`src/rtl/rr_arb_pkg.sv`:
```
// rr_arb_pkg: shared arbiter state encoding and index-width helper.
package rr_arb_pkg;

    typedef enum logic {
        IDLE = 1'b0,
        BUSY = 1'b1
    } state_t;

    // Width of a channel index; never narrower than one bit.
    function automatic int idx_w(input int n);
        return (n > 1) ? $clog2(n) : 1;
    endfunction

endpackage

```
`src/rtl/rr_arb_pick.sv`:
```
// rr_arb_pick: combinational round-robin picker.
//   req   - per-channel request vector
//   ptr   - highest-priority channel; search runs upward and wraps
//   grant - one-hot winner (all zero when no request)
//   idx   - binary index of the winner
module rr_arb_pick
    import rr_arb_pkg::*;
#(
    parameter int CHANNELS = 8
) (
    input  logic [CHANNELS-1:0]          req,
    input  logic [idx_w(CHANNELS)-1:0]   ptr,
    output logic [CHANNELS-1:0]          grant,
    output logic [idx_w(CHANNELS)-1:0]   idx
);

    localparam int IW = idx_w(CHANNELS);

    logic [IW-1:0] j;
    logic          found;

    always_comb begin
        grant = '0;
        idx   = '0;
        found = 1'b0;
        j     = '0;
        for (int i = 0; i < CHANNELS; i++) begin
            j = IW'((int'(ptr) + i) % CHANNELS);
            if (!found && req[j]) begin
                found    = 1'b1;
                grant[j] = 1'b1;
                idx      = j;
            end
        end
    end

endmodule

```
`src/rtl/rr_arb_mux.sv`:
```
// rr_arb_mux: packet-locked round-robin arbiter with a registered output beat.
//   clk, reset (async, active-low)
//   in_valid/in_ready/in_data/in_last - per-channel packet streams
//   out_valid/out_ready/out_data/out_last - registered output stream
//   out_grant/out_grant_id - one-hot and binary source of the current beat
module rr_arb_mux
    import rr_arb_pkg::*;
#(
    parameter int CHANNELS = 8,
    parameter int WIDTH    = 32
) (
    input  logic                          clk,
    input  logic                          reset,
    input  logic [CHANNELS-1:0]           in_valid,
    output logic [CHANNELS-1:0]           in_ready,
    input  logic [CHANNELS*WIDTH-1:0]     in_data,
    input  logic [CHANNELS-1:0]           in_last,
    output logic                          out_valid,
    input  logic                          out_ready,
    output logic [WIDTH-1:0]              out_data,
    output logic                          out_last,
    output logic [CHANNELS-1:0]           out_grant,
    output logic [idx_w(CHANNELS)-1:0]    out_grant_id
);

    localparam int IW = idx_w(CHANNELS);

    state_t              state, state_nxt;
    logic [IW-1:0]       owner, owner_nxt;
    logic [IW-1:0]       ptr, ptr_nxt;
    logic [CHANNELS-1:0] pick_grant;
    logic [IW-1:0]       pick_idx;
    logic                owner_rdy;
    logic                xfer;

    rr_arb_pick #(.CHANNELS(CHANNELS)) u_pick (
        .req   (in_valid),
        .ptr   (ptr),
        .grant (pick_grant),
        .idx   (pick_idx)
    );

    // The owner may push whenever the output register is empty or draining.
    assign owner_rdy = (state == BUSY) && (!out_valid || out_ready);
    assign in_ready  = owner_rdy ? (CHANNELS'(1) << owner) : '0;
    assign xfer      = owner_rdy && in_valid[owner];

    always_comb begin
        state_nxt = state;
        owner_nxt = owner;
        ptr_nxt   = ptr;
        if (state == IDLE) begin
            if (|pick_grant) begin
                state_nxt = BUSY;
                owner_nxt = pick_idx;
            end
        end else if (xfer && in_last[owner]) begin
            state_nxt = IDLE;
            ptr_nxt   = (owner == IW'(CHANNELS - 1)) ? '0 : owner + 1'b1;
        end
    end

    always_ff @(posedge clk or negedge reset) begin
        if (!reset) begin
            state <= IDLE;
            owner <= '0;
            ptr   <= '0;
        end else begin
            state <= state_nxt;
            owner <= owner_nxt;
            ptr   <= ptr_nxt;
        end
    end

    always_ff @(posedge clk or negedge reset) begin
        if (!reset) begin
            out_valid    <= 1'b0;
            out_data     <= '0;
            out_last     <= 1'b0;
            out_grant    <= '0;
            out_grant_id <= '0;
        end else if (xfer) begin
            out_valid    <= 1'b1;
            out_data     <= in_data[owner*WIDTH +: WIDTH];
            out_last     <= in_last[owner];
            out_grant    <= CHANNELS'(1) << owner;
            out_grant_id <= owner;
        end else if (out_ready) begin
            out_valid    <= 1'b0;
        end
    end

endmodule

```
`config.mk`:
```
export PLATFORM = sky130hd
export DESIGN_NAME = rr_arb_mux
export DESIGN_NICKNAME = d
export VERILOG_FILES = /design/src/rtl/rr_arb_pkg.sv /design/src/rtl/rr_arb_pick.sv /design/src/rtl/rr_arb_mux.sv
export SDC_FILE = /design/constraint.sdc
export NUM_CORES = 1
export LEC_CHECK = 0
export CORE_AREA = 2 2 128 130
export CTS_BUF_LIST = sky130_fd_sc_hd__clkbuf_2 sky130_fd_sc_hd__clkbuf_4 sky130_fd_sc_hd__clkbuf_8
export CTS_CLUSTER_DIAMETER = 120
export DETAILED_ROUTE_END_ITERATION = 7
export DIE_AREA = 0 0 130 132
export DONT_BUFFER_PORTS = 1
export GPL_TIMING_DRIVEN = 1
export PLACE_DENSITY = 0.51
export SLEW_MARGIN = 20
export SYNTH_ARGS = -nofsm -noshare
export SYNTH_HDL_FRONTEND = slang
export SYNTH_SLANG_ARGS = --single-unit
```
`constraint.sdc`:
```
create_clock -name clk -period 6.1 [get_ports clk]
set_input_delay 1.525 -clock clk [delete_from_list [all_inputs] [get_ports clk]]
set_output_delay 1.525 -clock clk [all_outputs]
set_load 0.05 [all_outputs]
```
Word-level counts from Yosys, hierarchy flattened --
Index checks and enable logic that the tools add are counted.
Word-level totals: register bits after elaboration 52, bits in latches 0, RAM bits 0, memory bits (read-only) 0, input bits 275, output and inout bits 53, memories 0
Cells by class: add/sub/neg operators 8, multiply operators 0, div/mod/pow operators 0, magnitude comparators 17, equality and inequality tests 1, shift operators 2, mux-type cells 66, bitwise gates (word level) 8, reduce and logical (&&, ||, !) cells 31
Operators by type and width (count):
- 256-bit by 9-bit indexed part select with 32-bit output | 1
- 8-bit two-way mux | 9
- 8-bit OR | 7
- 3-bit by 4-bit < comparator with 1-bit output (second input constant) | 9
- 1-bit binary-select mux with 3-bit select | 10
- 1-bit two-way mux | 30
- 3-bit two-way mux | 9
- 1-bit demux with 3-bit select | 8
- 3-bit by 1-bit >= comparator with 1-bit output (second input constant) | 8
- 1-bit logical AND | 18
- 3-bit adder (second input constant) | 4
- 1-bit logical NOT | 8
- 8-bit OR reduction | 1
- 1-bit by 3-bit left shift with 8-bit output (first input constant) | 1
- 3-bit by 1-bit adder with 3-bit output (second input constant) | 2
- 3-bit by 2-bit adder with 3-bit output (second input constant) | 2
- 2-bit AND reduction | 2
- 3-bit == test (second input constant) | 1
- 2-bit nonzero test | 1
- 1-bit logical OR | 1
- 1-bit inverter | 1

Depth between registers and ports, before layout --
word-level depth 27, depth in mapped cells 11

Cells and area by module --
Synthesis repeated with hierarchy kept, for this count alone.
Second synthesis, totals: cell total of the unflattened synthesis 506, area, all modules 5680.4 sq um
Modules (own cells, without submodules):
- rr_arb_mux | instances 1, cells each 339, area each 4259.1 sq um
- rr_arb_pick | instances 1, cells each 167, area each 1421.4 sq um

Worst setup path after synthesis --
Ideal clock, no wire load.
path type in2out, from input out_ready, to output in_ready[0], data arrival time 2435 ps, data required time 4575 ps, path slack 2140 ps, stages on the path 4, cells stage by stage nand2b_1 and2_1 clkbuf_1 and3_1
On the way: word-level cells in the longest chain between the ends 3
RTL lines:
- start, declared | line rr_arb_mux.sv:19 | input logic out_ready,
- 1-bit logical OR | line rr_arb_mux.sv:44 | assign owner_rdy = (state == BUSY) && (!out_valid || out_ready);
- 1-bit logical AND | line rr_arb_mux.sv:44
- 8-bit two-way mux | line rr_arb_mux.sv:45 | assign in_ready = owner_rdy ? (CHANNELS'(1) << owner) : '0;
- end, declared | line rr_arb_mux.sv:15 | output logic [CHANNELS-1:0] in_ready,
No other way between the ends.

Worst setup path in the final report --
from input out_ready, to output in_ready[5]
Same word-level chain as after synthesis.

==> flow_metrics.py <==
metrics = {
    "routing": {
        "ant_nets": 0,
        "vias": 3866,
        "met1_length_um": 6210,
        "met2_length_um": 9250,
        "wire_per_inst_um": 27.4,
        "routed_wl_um": 17500,
        "first_pass_iters": 4,
        "drtIter0Drc": 366,
        "drc": 0,
        "routed_via_density": 6.05,
        "wl_met3_um": 1710,
        "top_layer": "met5",
    },
    "logic_synthesis": {
        "yosysUniqueCellTypes": 56,
        "syn_nets": 727,
        "ys_ff_latch": 52,
        "ys_warn_count": 0,
        "synthArstFlopShare": 1.00,
        "ys_seq_area_frac": 0.265,
        "netlist_instances": 440,
        "synth_edf_count": 0,
        "yosysTopAreaCellShare": 0.344,
        "yosys_most_used_dff": "dfrtp_1",
        "yosysMostFrequentCell": "nand2_1",
        "synth_area_sq_mm": 0.00492,
        "synth_top_cells_by_count": "76 x nand2_1, 75 x mux4_2, 52 x dfrtp_1",
        "synth_area_leaders": "mux4_2 34%, dfrtp_1 26%, nand2_1 5.8%, a31oi_1 4.1%, ha_1 3.1%",
        "avgSynthCellArea_sq_um": 11.2,
        "synth_top_area_cell": "mux4_2",
    },
    "power_and_ir_drop": {
        "p_clk_frac": 0.064,
        "power_switching_mw": 1.98,
        "power_mw": 3.54,
        "leakage_nw": 1.90,
        "p_comb_frac": 0.569,
        "ir_drop_mv": 0.305,
        "p_sw_frac": 0.560,
        "seqPwrFrac": 0.367,
        "powerDensity_mw_per_mm2": 684,
        "internal_power_mw": 1.56,
    },
    "timing": {
        "rsz0062_at_grt": "no",
        "timing_worst_slew_pin_value_ns": 0.867,
        "tns_ns": 0,
        "slew_headroom": 0.422,
        "final_max_slew_viol_count": 0,
        "skew_ns": 0.00802,
        "fmax_mhz": 248,
        "timing.final.hold_violations": 0,
        "setup_viol": 0,
        "layout_min_cycle_time_ns": 4.03,
        "period_share": 0.661,
    },
    "die": {
        "die_height_um": 132,
        "fp.dieW_um": 130,
        "row_count": 46,
        "core_sq_mm": 0.0157,
        "ioPinCount": 328,
        "start_util": 0.313,
        "dieArea_sq_mm": 0.0172,
    },
    "cells_and_area": {
        "final_nets": 702,
        "layout-drive-gt1-share": 0.269,
        "num-fill-cells": 1605,
        "final-instance-count-excl-fill": 639,
        "syn_to_final_growth_pct": 5.22,
    },
    "critical_path": {
        "crit_fanout": 9,
        "cp-startpoint": "out_ready",
        "worstSetupEndpoint": "in_ready[5]",
        "end_kind": "output pin",
        "arrival_ns": 2.51,
        "r2r_slack_ns": 2.33,
        "crit_path_start_kind": "input port",
        "r2r-end": "owner[1]",
        "critPathRequiredTime_ns": 4.58,
        "worst-setup-path-type": "in2out",
        "rr_startpoint": "ptr[1]",
        "reg2reg_depth": 9,
    },
    "global_routing": {
        "overflow": 0,
        "grt_pass1_vias": 4016,
        "track_usage": 0.202,
        "antenna_found_initial": 5,
        "grt_max_degree": 67,
        "grt_pass1_wl_um": 25700,
    },
    "cts": {
        "clkSinkCount": 52,
        "holdBufCountCts": 0,
        "clockRootBuffer": "clkbuf_8",
        "clkTransAtPathRegs_ns": 0.11,
        "cts_buffer_depth": 2,
        "tritoncts": "done",
        "htreeDepth": 2,
        "clk_latency_ns": 0.33,
        "cts_resized": 0,
        "cts-buffers-inserted": 5,
        "post_cts_buffers": 0,
    },
    "place": {
        "gp_congestion": 0.885,
        "io_buffers": 0,
        "dp.cells": 624,
        "hpwl_um": 14000,
    },
    "flow_run": {
        "max-cap-violations": 0,
    },
    "hold_path": {
        "hold_class": "reg2reg",
        "hold_path_depth": 2,
    },
    "outcome": {
        "status": "completed",
    },
}
[state kept, by name (all words and copies together), names as in the netlist]
name / count
out_data: 32
out_grant: 8
out_grant_id: 3
owner: 3
ptr: 3
out_last: 1
out_valid: 1
state: 1
[critical path, stage by stage]
cell and delay [ns]:
nand2b_1 0.12, and2_1 0.32, and3_1 0.53
[placed cells by master, fill, tap and decap left out, drive strengths merged, types with 3 or more instances in the layout]
cell,instances
mux4,77
nand2,76
dfrtp,52
nor2,42
a31oi,32
mux2i,13
ha,12
and3,11
inv,11
mux2,10
a21oi,8
o21ai,8
diode,7
nand3,5
clkbuf,5
buf,5
a22o,4
and2,4
or3,3
o221ai,3
[cell type report]
cell class                 count  area, sq um  area share
antenna                        7         17.5     0.00339
clock buffer                   5         68.8      0.0133
clock inverter                 3         26.3     0.00508
inverter                      10         37.5     0.00726
multi-input combinational    341         3410       0.659
sequential                    52         1310       0.252
tap                          216          270      0.0522
timing repair buffer           5         37.5     0.00726
[through the flow]
stage	utilization	hold slack, ns	cell area [sq um]	setup slack, ns
finish	0.329	0.673	5170	2.07
CTS	0.328	0.682	5160	2.07
global route	0.328	0.711	5160	2.01
detailed placement	0.322	0.662	5060	2.07
floorplan	-	0.562	4920	2.14
global placement	0.322	0.650	5060	2.10
[how the worst min path moves through the flow]
stage,start,to,slack (ns)
global placement,state,state,0.65
CTS,state,state,0.68
detailed placement,state,state,0.66
floorplan,state,owner[2],0.56
finish,state,state,0.67
global route,state,state,0.71
[per-layer routing]
| metal | track usage | up-vias |
|---|---|---|
| met5 | 0 | - |
| met4 | 0.0454 | 6 |
| met3 | 0.0726 | 26 |
| met2 | 0.356 | 220 |
| met1 | 0.235 | 1942 |
| li1 | - | 1672 |
[power groups by stage]
stage	logic [mW]	registers (mW)	clock network [mW]
CTS	2.02	1.31	0.241
finish	2.01	1.30	0.226
floorplan	1.84	1.12	0
global placement	1.98	1.31	0
detailed placement	2.02	1.32	0
global route	2.21	1.33	0.254
[kinds of logic after synthesis]
kind of cell,count (synthesis),share of synthesized area
DFF,52,0.265
adders and majority gates,12,0.0305
muxes,100,0.408
xor gates and xnor gates,3,0.00687
AOI/OAI and AO/OA,73,0.112
and+or+nand+nor,153,0.136
buffers and inverters,47,0.0422
(Power assumes the default switching activity.)
